## config.mk

```make
export PLATFORM = sky130hd
export DESIGN_NAME = st_dispatch_2
export DESIGN_NICKNAME = d
export VERILOG_FILES = /design/src/rtl/st_dispatch_pkg.sv /design/src/rtl/st_skid_buf_2.sv /design/src/rtl/st_dispatch_2.sv
export SDC_FILE = /design/constraint.sdc
export NUM_CORES = 1
export LEC_CHECK = 0
export BUFFER_PORTS_ARGS = -buffer_cell sky130_fd_sc_hd__buf_2
export CELL_PAD_IN_SITES_DETAIL_PLACEMENT = 0
export CELL_PAD_IN_SITES_GLOBAL_PLACEMENT = 2
export CORE_UTILIZATION = 35
export DETAILED_ROUTE_END_ITERATION = 8
export MAX_ROUTING_LAYER = met4
export PLACE_DENSITY = 0.93
export SLEW_MARGIN = 20
export SYNTH_ARGS = -nofsm -noshare
export SYNTH_HDL_FRONTEND = slang
export SYNTH_SLANG_ARGS = --single-unit
```

## constraint.sdc

```tcl
create_clock -name clk -period 3.75 [get_ports clk]
set_input_delay 0.1875 -clock clk [delete_from_list [all_inputs] [get_ports clk]]
set_output_delay 0.1875 -clock clk [all_outputs]
set_load 0.01 [all_outputs]
```

## src/rtl/st_dispatch_pkg.sv

```systemverilog
// Shared constants and types for the two-way stream dispatcher.
package st_dispatch_pkg;

  localparam int unsigned MODE_FIELD = 0;
  localparam int unsigned MODE_RR    = 1;

  localparam int unsigned OCC_W = 2;

  // Skid buffer occupancy, 0..2 entries.
  typedef logic [OCC_W-1:0] occ_t;

endpackage

```

## src/rtl/st_skid_buf_2.sv

```systemverilog
// Two-entry registered FIFO; head and status come straight from flops.
module st_skid_buf_2
  import st_dispatch_pkg::*;
#(
  parameter int unsigned DWIDTH = 8
) (
  input  logic              clk,
  input  logic              rst,
  input  logic              push,
  input  logic [DWIDTH-1:0] push_data,
  input  logic              pop,
  output logic [DWIDTH-1:0] head_data,
  output logic              head_valid,
  output logic              full
);

  occ_t              count;
  logic [DWIDTH-1:0] data_0;
  logic [DWIDTH-1:0] data_1;

  // Occupancy and storage update; a push into a full buffer is ignored.
  always_ff @(posedge clk) begin
    if (rst) begin
      count  <= occ_t'(0);
      data_0 <= '0;
      data_1 <= '0;
    end else begin
      case (count)
        occ_t'(0): begin
          if (push) begin
            data_0 <= push_data;
            count  <= occ_t'(1);
          end
        end
        occ_t'(1): begin
          if (push && pop) begin
            data_0 <= push_data;
          end else if (push) begin
            data_1 <= push_data;
            count  <= occ_t'(2);
          end else if (pop) begin
            count <= occ_t'(0);
          end
        end
        occ_t'(2): begin
          if (pop) begin
            data_0 <= data_1;
            count  <= occ_t'(1);
          end
        end
        default: count <= occ_t'(0);
      endcase
    end
  end

  assign head_data  = data_0;
  assign head_valid = (count != occ_t'(0));
  assign full       = (count == occ_t'(2));

endmodule

```

## src/rtl/st_dispatch_2.sv

```systemverilog
// Dispatches an input stream to two skid-buffered outputs by field or round-robin.
module st_dispatch_2
  import st_dispatch_pkg::*;
#(
  parameter int unsigned DWIDTH  = 8,
  parameter int unsigned MODE    = 0,
  parameter int unsigned SEL_BIT = 0
) (
  input  logic              clk,
  input  logic              rst,
  input  logic [DWIDTH-1:0] in_data,
  input  logic              in_valid,
  output logic              in_ready,
  output logic [DWIDTH-1:0] out_data_0,
  output logic              out_valid_0,
  input  logic              out_ready_0,
  output logic [DWIDTH-1:0] out_data_1,
  output logic              out_valid_1,
  input  logic              out_ready_1,
  output logic [31:0]       fwd_cnt_0,
  output logic [31:0]       fwd_cnt_1
);

  if (SEL_BIT >= DWIDTH || MODE > MODE_RR) begin : g_bad_param
    $error("st_dispatch_2: SEL_BIT must be < DWIDTH and MODE must be 0 or 1");
  end

  logic full_0;
  logic full_1;
  logic dest;
  logic accept;
  logic push_0;
  logic push_1;
  logic pop_0;
  logic pop_1;
  logic rr_ptr;

  // Destination and acceptance; field mode needs room on both sides to keep global order.
  always_comb begin
    dest     = 1'b0;
    in_ready = 1'b0;
    if (MODE == MODE_RR) begin
      if (rr_ptr) dest = full_1 ? 1'b0 : 1'b1;
      else        dest = full_0 ? 1'b1 : 1'b0;
      in_ready = !rst && (!full_0 || !full_1);
    end else begin
      dest     = in_data[SEL_BIT];
      in_ready = !rst && !full_0 && !full_1;
    end
  end

  assign accept = in_valid && in_ready;
  assign push_0 = accept && !dest;
  assign push_1 = accept && dest;
  assign pop_0  = out_valid_0 && out_ready_0;
  assign pop_1  = out_valid_1 && out_ready_1;

  // Round-robin pointer follows the last actual destination.
  always_ff @(posedge clk) begin
    if (rst) begin
      rr_ptr <= 1'b0;
    end else if (accept && MODE == MODE_RR) begin
      rr_ptr <= !dest;
    end
  end

  // Wrap-around forwarded-beat statistics.
  always_ff @(posedge clk) begin
    if (rst) begin
      fwd_cnt_0 <= 32'd0;
      fwd_cnt_1 <= 32'd0;
    end else begin
      if (pop_0) fwd_cnt_0 <= fwd_cnt_0 + 32'd1;
      if (pop_1) fwd_cnt_1 <= fwd_cnt_1 + 32'd1;
    end
  end

  st_skid_buf_2 #(.DWIDTH(DWIDTH)) u_buf_0 (
    .clk        (clk),
    .rst        (rst),
    .push       (push_0),
    .push_data  (in_data),
    .pop        (pop_0),
    .head_data  (out_data_0),
    .head_valid (out_valid_0),
    .full       (full_0)
  );

  st_skid_buf_2 #(.DWIDTH(DWIDTH)) u_buf_1 (
    .clk        (clk),
    .rst        (rst),
    .push       (push_1),
    .push_data  (in_data),
    .pop        (pop_1),
    .head_data  (out_data_1),
    .head_valid (out_valid_1),
    .full       (full_1)
  );

endmodule

```

==> implementation parameters, run 1 <==
Parameter                              Value

Clock tree
  Hold bufs inserted after CTS ... 0
  Number of buffers inserted during clock tree synthesis ... 9
  CTS-repair resized insts ... 0
  CTS tree ... done
  Clock edge transition at the registers on the reported setup and hold paths ... 70 ps
  Latest clock arrival within the worst-skew pair ... 340 ps
  Level count of the clock H-tree ... 3
  Number of buffers on the longest clock path ... 2
  Buffers inserted during post-CTS setup optimization ... 0
  CTS Root Buffer Type ... sky130_fd_sc_hd__clkbuf_16
  # clock sinks ... 100

Route
  Post-detailed-routing wire length ... 11600 µm
  DRC violations left ... 0
  Initial detailed-routing violation count ... roughly 230
  Routed len/inst ... approximately 14 µm
  Via total after detailed routing ... 4292
  Vias per cell ... 5.37
  First-pass DRT Iterations ... 4
  Number of nets still failing antenna checks after routing ... 0

STA
  Setup violators final ... 0
  Unrepaired setup endpoints after global routing ... false
  Worst Clk Skew ... about 9.3 ps
  Final Max Tran Viols ... 0
  Fmax ... 424 MHz
  Accumulated negative setup slack ... 0 ps
  Worst Max-Slew Pin Slew ... 764 ps
  Post-layout worst setup margin ... about 1400 ps
  Minimum period implied by the final worst setup slack ... around 2400 ps
  Relative slew slack ... approximately half
  Part of the cycle the worst path needs ... 63.0%
  Fin. Hold Viols ... 0

Floorplan
  Initial standard-cell utilization of the core ... 35.7%
  Die Outline Area ... 13900 µm²
  Die Height ... 118 µm
  Die W ... 118 µm
  Core Footprint ... 13200 µm²
  Cell Rows ... 42
  Total I/O pin count ... 96

Worst hold path
  Hold Crit Start ... in_data[7]
  Worst Hold Depth ... 3
  Path category of the worst min-delay check ... input port to flop
  Hold endpoint ... u_buf_0.data_1[7]

Finish
  Layout Nets ... roughly 630
  Area overhead of the layout relative to synthesis ... 18.2%
  Ratio of cells with drive above 1 in the final layout ... 21.0%
  Count of inserted antenna diode cells ... 0

Yosys
  Ys flop type ... sky130_fd_sc_hd__dfxtp_1
  Library cell with the largest summed area after synthesis ... sky130_fd_sc_hd__dfxtp_1
  Number of flops mapped to enable cells by yosys ... 0
  Area share of the largest cell type after synthesis ... 42.5%
  Most frequent cell after synthesis ... sky130_fd_sc_hd__dfxtp_1
  Distinct cell type count after synthesis ... 51
  Register area share after synthesis ... 42.5%
  Post-synthesis compound-gate area fraction ... between 10 and 15%
  Post-synthesis cell area ... 4710 µm²
  Top cell types by occurrence after synthesis ... sky130_fd_sc_hd__dfxtp_1, sky130_fd_sc_hd__nor2_1, sky130_fd_sc_hd__a21oi_1, sky130_fd_sc_hd__or4_1
  Area contributors post-synth ... sky130_fd_sc_hd__dfxtp_1, sky130_fd_sc_hd__nor2_1, sky130_fd_sc_hd__a21oi_1, sky130_fd_sc_hd__or4_1, sky130_fd_sc_hd__o31ai_1
  Synthesized instance count ... approximately 550
  Post-Synth Adder-Cell Area ... less than 1%
  Synth async-reset ratio ... 0%
  Simple-Gate Fraction of Synth Area ... 29.1%
  Post-Synthesis Mean Instance Area ... 8.63 µm²
  Multiplexer area fraction after synthesis ... 5.55%
  XOR/XNOR Fraction of Synth Area ... 3.34%
  Register bit count reported by yosys ... 100
  Dominant combinational cell family by area after synthesis ... simple AND/OR/NAND/NOR gates
  Number of warnings issued by yosys ... 0
  Post-Syn Nets ... 561

Place
  Number of I/O port buffers ... 95
  Final RePlAce weighted congestion ... 0.769
  Post-Place Setup Slack ... 1380 ps
  Detailed placer's ending HPWL ... 7980 µm

GRT
  Number of antenna violations at the first check in global routing ... 0
  Pin count of the biggest net entering global routing ... 62
  Total overflow reported by the global router ... 0
  Via count of the first global-routing pass ... ~4k
  First-pass GRT wire length ... between 15000 and 20000 µm
  Total global-route track usage ... 17.6%

Setup path
  Worst reg-to-reg setup slack ... 1390 ps
  CP Launch Type ... flop
  Count of cells along the worst register-to-register path ... 4
  Critical path class ... flop to flop
  Highest net fanout along the worst path ... 18
  FF-to-FF Start ... u_buf_0.count[0]
  Critical path data required time ... slightly above 4000 ps
  Critical path data arrival time ... 2640 ps
  R2r endpoint ... fwd_cnt_0[31]
  Kind of end point of the critical path ... flop

Power and ir drop
  Maximum VDD drop ... 0.000191 V
  Power per standard cell area ... 386 nW/µm²
  Total power draw ... 0.00215 W
  Static leakage ... approximately 2.2 nW

Flow run
  Maximum Capacitance Violations ... 0

Status
  Status ... finished clean
-- how the worst max path moves through the flow --
stage / startpoint / endpoint / slack, ps / cells after the start
floorplan: fwd_cnt_1[0] / fwd_cnt_1[26] / 1700 / 6
global placement: u_buf_0.count[0] / fwd_cnt_0[31] / 1440 / 4
detailed placement: u_buf_0.count[0] / fwd_cnt_0[31] / 1380 / 4
CTS: u_buf_0.count[0] / fwd_cnt_0[31] / 1370 / 4
global route: u_buf_1.count[0] / fwd_cnt_1[24] / 1210 / 4
finish: u_buf_0.count[0] / fwd_cnt_0[31] / 1390 / 4
-- report_power, final --
group,internal (W),total (W),switching (W)
clock,0.000555,0.000940,0.000384
sequential,0.00108,0.00109,0.0000159
combinational,0.0000437,0.000115,0.0000715
total,0.00168,0.00215,0.000472
-- per-stage QoR --
| step | hold slack (ps) | cells | utilization [%] | area (µm²) |
|---|---|---|---|---|
| 2_1_floorplan | 331 | 546 | - | 4710 |
| 3_3_place_gp | 433 | 783 | 40.0 | 5280 |
| 3_5_place_dp | 440 | 783 | 40.0 | 5280 |
| 4_1_cts | 124 | 799 | 42.3 | 5570 |
| 5_1_grt | 150 | 799 | 42.3 | 5570 |
| 6_report | 127 | 799 | 42.3 | 5570 |
-- per-layer routing --
layer	share of wire [%]	track usage, %	vias up
met2	46	26.8	89
li1	-	-	2159
met3	4.1	3.39	14
met5	0	-	-
met1	48	22.9	2030
met4	1.4	6.57	0
-- kinds of logic (layout without fill, tap and decap cells) --
family,after synthesis,after routing
AO/OA/AOI/OAI,106,106
AND/OR/NAND/NOR,244,244
adder cells (fa/ha/maj),2,2
buffers and inverters,51,128
multiplexers,25,25
XOR/XNOR,18,18
flip-flops,100,100
-- worst max-delay path: stages, from the launching register on --
cell and delay, ps:
sky130_fd_sc_hd__dfxtp_1 680, sky130_fd_sc_hd__o21ai_1 270, sky130_fd_sc_hd__or4_1 680, sky130_fd_sc_hd__or4_1 510, sky130_fd_sc_hd__a21oi_1 150
-- registers in the layout (all words and copies together), names as in the netlist --
name	cells
u_buf_1.head_data	8
u_buf_0.count	2
fwd_cnt_1	32
u_buf_0.data_1	8
u_buf_1.count	2
fwd_cnt_0	32
u_buf_1.data_1	8
u_buf_0.head_data	8
-- cell type report --
| cell class | instances | area [µm²] |
|---|---|---|
| fill | 1343 | 7620 |
| multi-input combinational | 395 | 2510 |
| sequential | 100 | 2000 |
| timing repair buffer | 96 | 485 |
| clock buffer | 15 | 268 |
| tap | 176 | 220 |
| inverter | 16 | 60.1 |
| clock inverter | 1 | 30.0 |
-- cells in the final DEF, fill, tap and decap left out, drive strengths merged, types with 2 or more instances in the layout --
cell type	netlist	routed
or3b	2	2
a21oi	42	42
mux2	9	9
nor4b	2	2
nand4	18	18
nor2b	12	12
nor3b	3	3
buf	9	96
or3	11	11
mux2i	16	16
nand2b	4	4
a31oi	3	3
nor3	14	14
nand3	22	22
a21o	2	2
o21bai	3	3
clkbuf	26	15
o21ai	14	14
and3	5	5
xnor2	12	12
nor4	16	16
o211ai	3	3
dfxtp	100	100
inv	16	16
and4	12	12
ha	2	2
nand2	17	17
or2	2	2
or4	28	28
nor2	72	72
o221a	6	6
and2	2	2
o31ai	25	25
xor2	6	6
Note: power is estimated with default switching activity, not from simulation.
==> inputs of run 2 (changes only) <==
--- a/config.mk
+++ b/config.mk
@@ -8,10 +8,10 @@
 export BUFFER_PORTS_ARGS = -buffer_cell sky130_fd_sc_hd__buf_2
 export CELL_PAD_IN_SITES_DETAIL_PLACEMENT = 0
 export CELL_PAD_IN_SITES_GLOBAL_PLACEMENT = 2
-export CORE_UTILIZATION = 35
+export CORE_UTILIZATION = 32
 export DETAILED_ROUTE_END_ITERATION = 8
 export MAX_ROUTING_LAYER = met4
-export PLACE_DENSITY = 0.93
+export PLACE_DENSITY = 0.86
 export SLEW_MARGIN = 20
 export SYNTH_ARGS = -nofsm -noshare
 export SYNTH_HDL_FRONTEND = slang
==> constraint.sdc (replaced) <==
create_clock -name clk -period 2.3 [get_ports clk]
set_input_delay 0.115 -clock clk [delete_from_list [all_inputs] [get_ports clk]]
set_output_delay 0.115 -clock clk [all_outputs]
set_load 0.01 [all_outputs]
==> implementation parameters, run 2 (synthesis gave the netlist of run 1 again) <==
Parameter                              Value

Status
  Status ... finished clean

Setup path
  Highest net fanout along the worst path ... 18 (unchanged)
  Worst reg-to-reg setup slack ... 160 ps (-1230 ps)
  Critical path data required time ... 2570 ps (-1460 ps)
  CP Launch Type ... flop
  FF-to-FF Start ... fwd_cnt_0[0]
  Critical path class ... flop to flop
  Critical path data arrival time ... 2410 ps (-230 ps)
  R2r endpoint ... fwd_cnt_0[26]
  Kind of end point of the critical path ... flop
  Count of cells along the worst register-to-register path ... 5 (+1)

Floorplan
  Total I/O pin count ... 96 (unchanged)
  Die Outline Area ... 15200 µm² (+9.2%)
  Die Height ... 123 µm (+4.5%)
  Cell Rows ... 43 (+2.4%)
  Initial standard-cell utilization of the core ... 33.3% (-2.4 points)
  Die W ... 123 µm (+4.5%)
  Core Footprint ... 14100 µm² (+7.3%)

Finish
  Layout Nets ... 652 (+3.0%)
  Total area of multi-input combinational cells ... 2510 µm² (unchanged)
  Most frequent standard cell in the layout excluding fill and tap cells ... sky130_fd_sc_hd__dfxtp_1
  Area overhead of the layout relative to synthesis ... 21.9%
  Ratio of cells with drive above 1 in the final layout ... 24.0% (+3.0 points)
  Largest registers ... fwd_cnt_0: 32 flops, fwd_cnt_1: 32 flops
  Most frequent cells in the layout ... sky130_fd_sc_hd__dfxtp_1, sky130_fd_sc_hd__buf_2, sky130_fd_sc_hd__nor2_1
  Utilization after layout ... 40.6% (-1.6 points)
  Number of fillers in the final layout ... 1461 (+8.8%)
  Count of inserted antenna diode cells ... 0 (unchanged)
  Final std cell area, no fill ... 5750 µm² (+3.1%)
  Storage cell area ... 2000 µm² (unchanged)

Route
  Vias per cell ... 5.38 (+0.19%)
  Routed len/inst ... 14.7 µm (+1.2%)
  First-pass DRT Iterations ... 4 (unchanged)
  Post-detailed-routing wire length ... 12000 µm (+4.1%)
  Initial detailed-routing violation count ... 207 (-12%)
  Number of nets still failing antenna checks after routing ... 0 (unchanged)
  DRC violations left ... 0 (unchanged)
  Via total after detailed routing ... 4424 (+3.1%)

GRT
  Total global-route track usage ... 16.7% (-0.82 points)
  Via count of the first global-routing pass ... 4113 (+2.3%)
  Number of antenna violations at the first check in global routing ... 0 (unchanged)
  First-pass GRT wire length ... 19600 µm (unchanged)
  Pin count of the biggest net entering global routing ... 57 (-8.1%)
  Total overflow reported by the global router ... 0 (unchanged)

Worst hold path
  Worst Hold Depth ... 2 (-1)
  Hold Crit Start ... rst
  Path category of the worst min-delay check ... input port to flop
  Hold endpoint ... u_buf_1.data_1[0]

Flow run
  Maximum Capacitance Violations ... 0 (unchanged)

Place
  Detailed placer's ending HPWL ... 8320 µm (+4.3%)
  Placement-stage cell area ... 5420 µm² (+2.8%)
  Number of I/O port buffers ... 95 (unchanged)
  Final RePlAce weighted congestion ... 0.760 (-1.1%)
  Post-Place Setup Slack ... 201 ps (-1180 ps)

STA
  Worst Clk Skew ... 7.03 ps (-2.27 ps)
  Fin. Hold Viols ... 0 (unchanged)
  Worst Max-Slew Pin Slew ... 588 ps (-176 ps)
  Worst hold slack ... 56.1 ps (-71.0 ps)
  Unrepaired setup endpoints after global routing ... false
  Relative slew slack ... 60.8% (+12 points)
  Accumulated negative setup slack ... 0 ps (unchanged)
  Fmax ... 467 MHz (+10%)
  Minimum period implied by the final worst setup slack ... 2140 ps (-222 ps)
  Part of the cycle the worst path needs ... 93.0% (+30 points)
  Post-layout worst setup margin ... 161 ps (-1230 ps)
  Final Max Tran Viols ... 0 (unchanged)
  Setup violators final ... 0 (unchanged)

Clock tree
  Number of buffers on the longest clock path ... 2 (unchanged)
  CTS tree ... done
  CTS-repair resized insts ... 0 (unchanged)
  Hold bufs inserted after CTS ... 0 (unchanged)
  # clock sinks ... 100 (unchanged)
  Latest clock arrival within the worst-skew pair ... 350 ps (about the same)
  Number of buffers inserted during clock tree synthesis ... 9 (unchanged)
  CTS Root Buffer Type ... sky130_fd_sc_hd__clkbuf_16
  Buffers inserted during post-CTS setup optimization ... 0 (unchanged)
  Level count of the clock H-tree ... 3 (unchanged)
  Clock edge transition at the registers on the reported setup and hold paths ... 70 ps (about the same)

Power and ir drop
  Power per standard cell area ... 629 nW/µm² (+63%)
  Static leakage ... 2.29 nW (+4.9%)
  Maximum VDD drop ... 0.000293 V (+53%)
==> run 2: cell types whose count changed in the layout (fill, tap and decap cells not counted) <==
cell,delta
sky130_fd_sc_hd__clkinv_2,+1
sky130_fd_sc_hd__clkbuf_8,+2
sky130_fd_sc_hd__clkinvlp_4,+1
sky130_fd_sc_hd__clkbuf_1,-4
sky130_fd_sc_hd__buf_4,+19
==> run 2: power breakdown <==
part	internal, W	total [W]	switching (W)
clock	0.000961	0.00162	0.000663
combinational	0.0000823	0.000212	0.000129
sequential	0.00176	0.00178	0.0000180
==> run 2: layer usage <==
metal / wire length (µm) / vias to the layer above / part of all wire, % / global-route usage [%]
met5: 0 / - / 0 / -
met4: 159 / 0 / 1.3 / 7.15
met3: 516 / 11 / 4.3 / 3.00
met2: 5630 / 86 / 47 / 26.4
met1: 5750 / 2122 / 48 / 20.9
li1: - / 2205 / - / -
==> run 2: how the worst max path moves through the flow <==
stage	startpoint	endpoint
after floorplan	fwd_cnt_1[0]	fwd_cnt_1[26]
after global placement	fwd_cnt_0[0]	fwd_cnt_0[16]
after detailed placement	fwd_cnt_0[0]	fwd_cnt_0[22]
after CTS	fwd_cnt_0[0]	fwd_cnt_0[26]
after global routing	fwd_cnt_0[0]	fwd_cnt_0[20]
final	fwd_cnt_0[0]	fwd_cnt_0[26]
==> run 2: layout make-up <==
type	count	share of cell area (%)
multi-input combinational	395	43.6
sequential	100	34.8
timing repair buffer	115	10.9
clock buffer	13	4.88
tap	180	3.92
inverter	16	1.05
clock inverter	3	0.740
==> run 2: metrics by stage <==
stage | total power [W] | std cells
6_report | 0.00361 | 822
5_1_grt | 0.00376 | 822
4_1_cts | 0.00368 | 822
3_5_place_dp | 0.00203 | 806
3_3_place_gp | 0.00202 | 806
2_1_floorplan | 0.00194 | 546
==> run 2: critical path: stages (launching register included) <==
cell	delay, ps
sky130_fd_sc_hd__dfxtp_1	410
sky130_fd_sc_hd__ha_1	200
sky130_fd_sc_hd__o2111ai_1	150
sky130_fd_sc_hd__or3_1	570
sky130_fd_sc_hd__or4_1	570
sky130_fd_sc_hd__a21oi_1	150
